## config.mk

```make
export PLATFORM = sky130hd
export DESIGN_NAME = jk_cmd_debounce
export DESIGN_NICKNAME = d
export VERILOG_FILES = /design/src/rtl/jk_cmd_pkg.sv /design/src/rtl/jk_btn_debounce.sv /design/src/rtl/jk_cmd_debounce.sv
export SDC_FILE = /design/constraint.sdc
export NUM_CORES = 1
export LEC_CHECK = 0
export ABC_AREA = 1
export ABC_CLOCK_PERIOD_IN_PS = 1700
export BUFFER_PORTS_ARGS = -buffer_cell sky130_fd_sc_hd__buf_2
export CELL_PAD_IN_SITES_DETAIL_PLACEMENT = 1
export CELL_PAD_IN_SITES_GLOBAL_PLACEMENT = 1
export CORE_ASPECT_RATIO = 1.4
export CORE_MARGIN = 4
export CORE_UTILIZATION = 43
export DETAILED_ROUTE_END_ITERATION = 16
export GPL_TIMING_DRIVEN = 0
export PLACE_DENSITY = 0.86
export REMOVE_ABC_BUFFERS = 1
export SKIP_LAST_GASP = 1
export SYNTH_ARGS = -nofsm -noshare
export SYNTH_HDL_FRONTEND = slang
export SYNTH_HIERARCHICAL = 1
export SYNTH_SLANG_ARGS = --single-unit
export TNS_END_PERCENT = 10
```

## constraint.sdc

```tcl
create_clock -name iClk -period 1.7 [get_ports iClk]
set_input_delay 0.34 -clock iClk [delete_from_list [all_inputs] [get_ports iClk]]
set_output_delay 0.34 -clock iClk [all_outputs]
set_load 0.005 [all_outputs]
```

## src/rtl/jk_cmd_pkg.sv

```systemverilog
// Shared types and defaults for the J/K command front-end.
// JK_CMD_TOGGLE_EN selects whether a paired press emits a toggle (J=K=1) or nothing.
package jk_cmd_pkg;

  typedef enum logic [1:0] {
    ST_IDLE,
    ST_PAIR,
    ST_EMIT,
    ST_HOLD
  } state_t;

  typedef enum logic [1:0] {
    CMD_SET,
    CMD_CLR,
    CMD_TGL
  } cmd_t;

  localparam int DEF_DEB_CYCLES = 16;
  localparam int DEF_PAIR_WIN   = 4;

  // Returns {J, K}; without toggle support a pair is a conflict and drives nothing.
  function automatic logic [1:0] cmd_to_jk(input cmd_t cmd);
    logic [1:0] jk;
    jk = 2'b00;
    case (cmd)
      CMD_SET: jk = 2'b10;
      CMD_CLR: jk = 2'b01;
`ifdef JK_CMD_TOGGLE_EN
      CMD_TGL: jk = 2'b11;
`else
      CMD_TGL: jk = 2'b00;
`endif
      default: jk = 2'b00;
    endcase
    return jk;
  endfunction

endpackage

```

## src/rtl/jk_btn_debounce.sv

```systemverilog
// One push-button: 2-flop synchroniser, debounce counter and a one-cycle press pulse
// on the debounced 0->1 edge.
module jk_btn_debounce
  import jk_cmd_pkg::*;
#(
  parameter int DEB_CYCLES = DEF_DEB_CYCLES
) (
  input  logic iClk,
  input  logic iRst,
  input  logic iBtn,
  output logic oLevel,
  output logic oPress
);

  localparam int CW = $clog2(DEB_CYCLES);

  logic          r_sync1;
  logic          r_sync2;
  logic          r_level;
  logic          r_level_d;
  logic [CW-1:0] r_cnt;

  always_ff @(posedge iClk) begin
    if (iRst) begin
      r_sync1   <= 1'b0;
      r_sync2   <= 1'b0;
      r_level   <= 1'b0;
      r_level_d <= 1'b0;
      r_cnt     <= '0;
    end else begin
      r_sync1   <= iBtn;
      r_sync2   <= r_sync1;
      r_level_d <= r_level;
      // Any sample agreeing with the current level restarts the stability run.
      if (r_sync2 == r_level) begin
        r_cnt <= '0;
      end else if (r_cnt == CW'(DEB_CYCLES - 1)) begin
        r_level <= ~r_level;
        r_cnt   <= '0;
      end else begin
        r_cnt <= r_cnt + CW'(1);
      end
    end
  end

  assign oLevel = r_level;
  assign oPress = r_level & ~r_level_d;

endmodule

```

## src/rtl/jk_cmd_debounce.sv

```systemverilog
// Debounced set/clear buttons paired into one single-cycle J/K command per gesture.
// JK_CMD_TOGGLE_EN: paired presses emit J=K=1; otherwise a pair emits nothing.
module jk_cmd_debounce
  import jk_cmd_pkg::*;
#(
  parameter int DEB_CYCLES = DEF_DEB_CYCLES,
  parameter int PAIR_WIN   = DEF_PAIR_WIN
) (
  input  logic iClk,
  input  logic iRst,
  input  logic iBtnSet,
  input  logic iBtnClr,
  output logic oJ,
  output logic oK,
  output logic oBusy
);

  localparam int WW = $clog2(PAIR_WIN + 1);

  logic w_lvl_set;
  logic w_lvl_clr;
  logic w_press_set;
  logic w_press_clr;
  logic w_other_press;

  state_t        r_state;
  cmd_t          r_cmd;
  logic [WW-1:0] r_win;
  logic          r_j;
  logic          r_k;

  jk_btn_debounce #(.DEB_CYCLES(DEB_CYCLES)) u_deb_set (
    .iClk   (iClk),
    .iRst   (iRst),
    .iBtn   (iBtnSet),
    .oLevel (w_lvl_set),
    .oPress (w_press_set)
  );

  jk_btn_debounce #(.DEB_CYCLES(DEB_CYCLES)) u_deb_clr (
    .iClk   (iClk),
    .iRst   (iRst),
    .iBtn   (iBtnClr),
    .oLevel (w_lvl_clr),
    .oPress (w_press_clr)
  );

  // Only the button that did not open the window can complete a pair.
  assign w_other_press = (r_cmd == CMD_SET) ? w_press_clr : w_press_set;

  always_ff @(posedge iClk) begin
    if (iRst) begin
      r_state <= ST_IDLE;
      r_cmd   <= CMD_SET;
      r_win   <= '0;
      r_j     <= 1'b0;
      r_k     <= 1'b0;
    end else begin
      r_j <= 1'b0;
      r_k <= 1'b0;
      case (r_state)
        ST_IDLE: begin
          if (w_press_set && w_press_clr) begin
            r_state    <= ST_EMIT;
            r_cmd      <= CMD_TGL;
            {r_j, r_k} <= cmd_to_jk(CMD_TGL);
          end else if (w_press_set || w_press_clr) begin
            r_state <= ST_PAIR;
            r_cmd   <= w_press_set ? CMD_SET : CMD_CLR;
            r_win   <= '0;
          end
        end
        ST_PAIR: begin
          if (w_other_press && (r_win < WW'(PAIR_WIN))) begin
            r_state    <= ST_EMIT;
            r_cmd      <= CMD_TGL;
            {r_j, r_k} <= cmd_to_jk(CMD_TGL);
          end else if (r_win == WW'(PAIR_WIN)) begin
            r_state    <= ST_EMIT;
            {r_j, r_k} <= cmd_to_jk(r_cmd);
          end else begin
            r_win <= r_win + WW'(1);
          end
        end
        ST_EMIT: r_state <= ST_HOLD;
        ST_HOLD: begin
          if (!w_lvl_set && !w_lvl_clr) r_state <= ST_IDLE;
        end
        default: r_state <= ST_IDLE;
      endcase
    end
  end

  assign oJ    = r_j;
  assign oK    = r_k;
  assign oBusy = (r_state != ST_IDLE);

endmodule

```

==> flow_summary.json, run 1 <==
{
  "r2r_cells": 7,
  "cp_data_required_time_ns": 1.36,
  "synth_seq_cells": 25,
  "r2r_slack_ns": 0.20,
  "clkSlewWorstSetupHoldPaths_ns": 0.13,
  "io_pins": 7,
  "drt_wl_total_um": 2260,
  "final_hold_viol_count": 0,
  "ys_seq_area_share_pct": 41.8,
  "skew_ns": 0.00279,
  "cap_violations": 0,
  "start_util_pct": 45.4,
  "cts_setup_buffers": 0,
  "crit_type": "reg -> out",
  "syn_to_final_growth_pct": 7.83,
  "start_kind": "register",
  "grt_pass1_wl_um": 4030,
  "gp_congestion": 0.792,
  "vias": 996,
  "cpPeakStageDelay_ns": 0.38,
  "synthTopCellsByCount": "nor2_1 (30), inv_1 (26), nand2_1 (26), dfxtp_1 (25), nand3_1 (12)",
  "worst_ep_arrival_time_ns": 1.21,
  "dpl_cell_area_um2": 1260,
  "crit_top_cell": "inv_1",
  "cp_slowest_cell": "dfxtp_2",
  "die_w_um": 52.6,
  "syn_area_per_cell_um2": 7.54,
  "post-route-cell-area_um2": 1290,
  "cts_tree": "done",
  "path_buf_inv": 3,
  "holdWs_ns": 0.222,
  "dp_cells": 200,
  "cp-end-kind": "primary output",
  "cellInternalPower_uw": 687,
  "switchingPower_uw": 187,
  "synth_top_area_share_pct": 41.8,
  "cts_hold_buf": 0,
  "cts_sinks": 25,
  "drv_slew": 0,
  "die_h_um": 70.5,
  "num_rows": 22,
  "status": "finished, final reports clean",
  "core_area_um2": 2640,
  "clock-root-buffer": "clkbuf_4",
  "grt_antenna_before_repair": 0,
  "power.share.clock_pct": 29.2,
  "pwr-share-seq_pct": 68.1,
  "cp_max_fo": 5,
  "cts-resized-gates": 0,
  "whs_path_depth": 3,
  "synth_area_um2": 1200,
  "syn_inst": 159,
  "synth_edf_count": 0,
  "synth.distinct_cells": 24,
  "critPathTopFamily": "flip-flops",
  "finalCritPeriodShare_pct": 91.0,
  "drc_errors": 0,
  "tns_ns": 0,
  "power_density_nw_per_um2": 676,
  "yosysTopAreaCell": "dfxtp_1",
  "synth_warnings": 6,
  "setup_viol": 0,
  "ir_worst_vdd_v": 0.000431,
  "synth_async_sr_flop_share_pct": 0,
  "grt_max_degree": 15,
  "p_sw_share_pct": 21.4,
  "numCtsBuffers": 3,
  "hold_path_end": "u_deb_clr/r_sync1$_SDFF_PP0_",
  "period_needed_ns": 1.55,
  "hold_path_class": "in -> reg",
  "ant_nets": 0,
  "clock_path_buffers": 2,
  "reg2reg_from": "r_state[1]$_SDFFE_PP0P_",
  "grt_pass1_vias": 1048,
  "io_buffer_count": 6,
  "vias_per_cell": 4.88,
  "clk_latency_ns": 0.31,
  "grtUsageTotal_pct": 13.9,
  "fmax_mhz": 646,
  "synth.area.top_cells": "dfxtp_1 (42%), nor2_1 (9.4%), ha_1 (8.4%), inv_1 (8.1%), nand2_1 (8.1%)",
  "drt_pass1_iterations": 3,
  "hp-start": "iBtnClr",
  "overflow": 0,
  "rr_endpoint": "r_win[2]$_SDFFE_PP0P_",
  "p_comb_share_pct": 2.7,
  "finalNonFillerCells": 204,
  "slew_headroom_pct": 76.4,
  "htreeDepth": 1,
  "worst-slew-pin-transition_ns": 0.354,
  "total_power_uw": 874,
  "wl_per_cell_um": 11.1,
  "post-synth-top-count-cell": "nor2_1",
  "rsz0062_at_grt": "false",
  "drive_gt1_share_pct": 14.9,
  "die_area_um2": 3710,
  "synth_ff_type": "dfxtp_1",
  "diodes": 0,
  "layout.nets": 181,
  "drtIter0Drc": 5,
  "path_cells": "inv_1 -> ha_1 -> inv_1 -> buf_2",
  "hpwl_um": 1860,
  "p_leak_uw": 0.000567
}
[worst max-delay path by stage]
stage	start	end	slack, ns	depth (start not counted)
after floorplan	r_state[1]$_SDFFE_PP0P_	r_win[2]$_SDFFE_PP0P_	0.38	7
after global placement	r_state[1]$_SDFFE_PP0P_	r_win[2]$_SDFFE_PP0P_	0.22	7
after detailed placement	r_state[1]$_SDFFE_PP0P_	r_win[2]$_SDFFE_PP0P_	0.17	7
after CTS	r_state[0]$_SDFFE_PP0P_	oBusy	0.07	4
after global routing	u_deb_set/oLevel$_SDFFE_PP0P_	r_state[0]$_SDFFE_PP0P_	0.02	9
final	r_state[0]$_SDFFE_PP0P_	oBusy	0.15	4
[sequential cells by signal, summed over array words and instances (netlist names), 2 cells and up]
register,count
u_deb_clr/r_cnt,4
r_state,2
r_win,3
r_cmd,2
u_deb_set/r_cnt,4
[cells by family after synthesis]
kind of cell               count (synthesis)  share of synthesized area, %
AOI/OAI and AO/OA                         13                          6.16
xor gates and xnor gates                   2                          1.46
adders and majority gates                  8                          8.35
buffers and inverters                     28                          9.50
DFF                                       25                          41.8
and+or+nand+nor                           83                          32.8
[layout by cell type, fill, tap and decap left out, types with 3 or more instances in the layout]
cell type / netlist / layout
o21ai_0: 4 / 4
ha_1: 8 / 8
nor2_1: 30 / 30
nand2_1: 26 / 26
nand3_1: 12 / 12
nand4_1: 3 / 3
buf_2: 0 / 6
a21oi_1: 5 / 5
dfxtp_1: 25 / 23
clkbuf_4: 0 / 3
inv_1: 26 / 26
nand3_2: 5 / 5
[through the flow]
| step | worst slack, ns | utilization [%] |
|---|---|---|
| after global placement | 0.221 | 47.8 |
| after detailed placement | 0.175 | 47.8 |
| final | 0.152 | 48.9 |
| after global routing | 0.0181 | 48.9 |
| after CTS | 0.0659 | 48.8 |
| after floorplan | 0.375 | - |
[area by class of cell]
class	count	area [µm²]
flip-flops and latches	25	503
fillers	362	1350
multi-input cells	106	584
well taps	36	45.0
inverters	27	103
clock buffers	3	22.5
clock inverters	1	5.00
repair buffers	6	30.0
[power groups by stage]
stage	clock network, µW	logic [µW]	registers (µW)
after floorplan	0	12.5	607
after global placement	0	21.8	608
after detailed placement	0	23.6	608
after CTS	268	23.7	595
after global routing	297	28.1	597
final	255	23.5	595
[worst min-delay path, stage by stage]
cell	delay, ns
buf_2	0.10
inv_1	0.04
nor2_1	0.03
[metal layers]
layer / up-vias / track usage (%) / share of wire (%)
met3: 6 / 2.56 / 1.9
met2: 10 / 26.4 / 55
met4: 0 / 4.83 / 1.6
li1: 512 / - / -
met1: 468 / 14.2 / 42
met5: - / 0 / 0
Note: power is estimated with default switching activity, not from simulation.
==> run 2, diff against run 1 <==
Settings changed: CORE_UTILIZATION 43 to 42, PLACE_DENSITY 0.86 to 0.85, SYNTH_HIERARCHICAL 1 to unset.
==> run 2 against run 1 <==
Net effect: largest power group unchanged; die area decreased by 2.6%; non-clock buffer count unchanged; sequential share of layout area increased by 1.6 points.
==> flow_summary.json, run 2 <==
{
  "fmax_mhz": 630,
  "clock_path_buffers": 2,
  "worst_ep_arrival_time_ns": 1.25,
  "status": "finished, final reports clean",
  "start_kind": "register",
  "hpwl_um": 1820,
  "synth_edf_count": 0,
  "whs_path_depth": 3,
  "ant_nets": 0,
  "finalCritPeriodShare_pct": 93.3,
  "synth_ff_type": "dfxtp_1",
  "fill_cells": 344,
  "tns_ns": 0,
  "cp_max_fo": 5,
  "die_w_um": 52.0,
  "clkSlewWorstSetupHoldPaths_ns": 0.15,
  "io_pins": 7,
  "worst-slew-pin-transition_ns": 0.306,
  "wl_per_cell_um": 11.5,
  "setup_viol": 0,
  "num_rows": 22,
  "hp-start": "iBtnSet",
  "final_cell_mix": "nand2_1 (28), inv_1 (23), dfxtp_1 (23)",
  "synth_async_sr_flop_share_pct": 0,
  "yosysTopAreaCell": "dfxtp_1",
  "rr_endpoint": "r_win[1]$_SDFFE_PP0P_",
  "syn_inst": 151,
  "drt_wl_total_um": 2260,
  "p_leak_uw": 0.000571,
  "power_density_nw_per_um2": 899,
  "r2r_slack_ns": 0.28,
  "diodes": 0,
  "grt_pass1_vias": 987,
  "utilization_pct": 47.4,
  "core_area_um2": 2620,
  "rsz0062_at_grt": "false",
  "finalWorstSetupSlack_ns": 0.113,
  "dpl_cell_area_um2": 1210,
  "synth_top_area_share_pct": 44.1,
  "layout.nets": 173,
  "drtIter0Drc": 10,
  "dp_slack_ns": 0.249,
  "slew_headroom_pct": 79.6,
  "drv_slew": 0,
  "cts_sinks": 25,
  "cts_setup_buffers": 0,
  "die_area_um2": 3610,
  "synthTopCellsByCount": "nand2_1 (28), dfxtp_1 (25), inv_1 (24), nor2_1 (20), nand3_1 (10)",
  "syn_to_final_growth_pct": 9.14,
  "reg2reg_from": "r_state[1]$_SDFFE_PP0P_",
  "cap_violations": 0,
  "synth.distinct_cells": 18,
  "drt_pass1_iterations": 3,
  "start_util_pct": 43.4,
  "ir_worst_vdd_v": 0.000545,
  "die_h_um": 69.5,
  "clock-root-buffer": "clkbuf_4",
  "post-synth-top-count-cell": "nand2_1",
  "period_needed_ns": 1.59,
  "synth.area.top_cells": "dfxtp_1 (44%), nand2_1 (9.3%), ha_1 (8.8%), inv_1 (7.9%), nor2_1 (6.6%)",
  "drive_gt1_share_pct": 15.6,
  "cts_tree": "done",
  "grt_max_degree": 16,
  "vias": 953,
  "cp_data_required_time_ns": 1.36,
  "ys_seq_area_share_pct": 44.1,
  "cp-end-kind": "primary output",
  "synth_warnings": 0,
  "drc_errors": 0,
  "r2r_cells": 10,
  "synth_seq_cells": 25,
  "syn_area_per_cell_um2": 7.52,
  "gp_congestion": 0.776,
  "skew_ns": 0.0111,
  "mostFrequentLayoutCell": "nand2_1",
  "hold_path_end": "u_deb_set.r_sync1$_SDFF_PP0_",
  "grt_antenna_before_repair": 0,
  "vias_per_cell": 4.86,
  "numCtsBuffers": 3,
  "crit_type": "reg -> out",
  "htreeDepth": 1,
  "reg_top3": "u_deb_clr.r_cnt x4, u_deb_set.r_cnt x4, r_win x3",
  "cts_hold_buf": 0,
  "synth_area_um2": 1140,
  "clk_latency_ns": 0.33,
  "io_buffer_count": 6,
  "grtUsageTotal_pct": 14.2,
  "hold_path_class": "in -> reg",
  "overflow": 0,
  "final_hold_viol_count": 0,
  "grt_pass1_wl_um": 3990,
  "post-route-cell-area_um2": 1240
}
==> run 2: how the worst max path moves through the flow <==
stage,from,depth (start not counted),to
floorplan,r_state[0]$_SDFFE_PP0P_,10,r_win[1]$_SDFFE_PP0P_
global placement,r_state[1]$_SDFFE_PP0P_,9,r_win[1]$_SDFFE_PP0P_
detailed placement,r_state[1]$_SDFFE_PP0P_,10,r_win[1]$_SDFFE_PP0P_
CTS,r_state[1]$_SDFFE_PP0P_,4,oBusy
global route,r_state[0]$_SDFFE_PP0P_,4,oBusy
finish,r_state[0]$_SDFFE_PP0P_,4,oBusy
==> run 2: report_power, final <==
part | switching [µW] | total, µW | leakage (µW) | internal (µW)
Sequential | 21.8 | 635 | 0.000204 | 614
Clock | 187 | 277 | 0.0000139 | 90.0
Combinational | 129 | 202 | 0.000353 | 73.5
Total | 338 | 1110 | 0.000571 | 777
==> run 2: cells by family after synthesis <==
family	count (synthesis)	share of synthesized area (%)
AND/OR/NAND/NOR	72	28.6
adder cells (fa/ha/maj)	8	8.81
buffers and inverters	27	8.92
AO/OA/AOI/OAI	16	7.27
flip-flops	25	44.1
XOR/XNOR	3	2.31
==> run 2: final cells by class <==
cell class | instances | area, µm² | area share, %
flip-flops and latches | 25 | 503 | 40.6
multi-input cells | 99 | 534 | 43.1
inverters | 26 | 97.6 | 7.87
clock inverters | 1 | 7.51 | 0.605
repair buffers | 6 | 30.0 | 2.42
well taps | 36 | 45.0 | 3.63
clock buffers | 3 | 22.5 | 1.82
==> run 2: critical path: stages (launching register included) <==
cell and delay, ns:
dfxtp_2 0.38, inv_1 0.07, ha_1 0.25, inv_2 0.11, buf_2 0.12
==> run 2: repair_timing <==
action | in CTS | in global routing
setup endpoints to repair | 1 | 1
hold endpoints to repair | 0 | 0
resized for setup | 1 | 2
gates cloned | 0 | 0
==> run 2: per-layer routing <==
layer	track usage, %	up-vias	part of all wire, %	wire length [µm]
li1	-	484	-	-
met1	14.1	455	39	874
met2	27.0	10	58	1320
met3	3.01	4	2.0	46
met4	5.25	0	1.0	23
met5	0	-	0	0
==> run 2: metrics by stage <==
stage               power, µW  cells  hold slack [ns]
finish                   1110    196            0.197
detailed placement        853    192            0.401
global route             1190    196            0.201
global placement          836    192            0.390
CTS                      1130    196            0.194
floorplan                 799    150            0.388
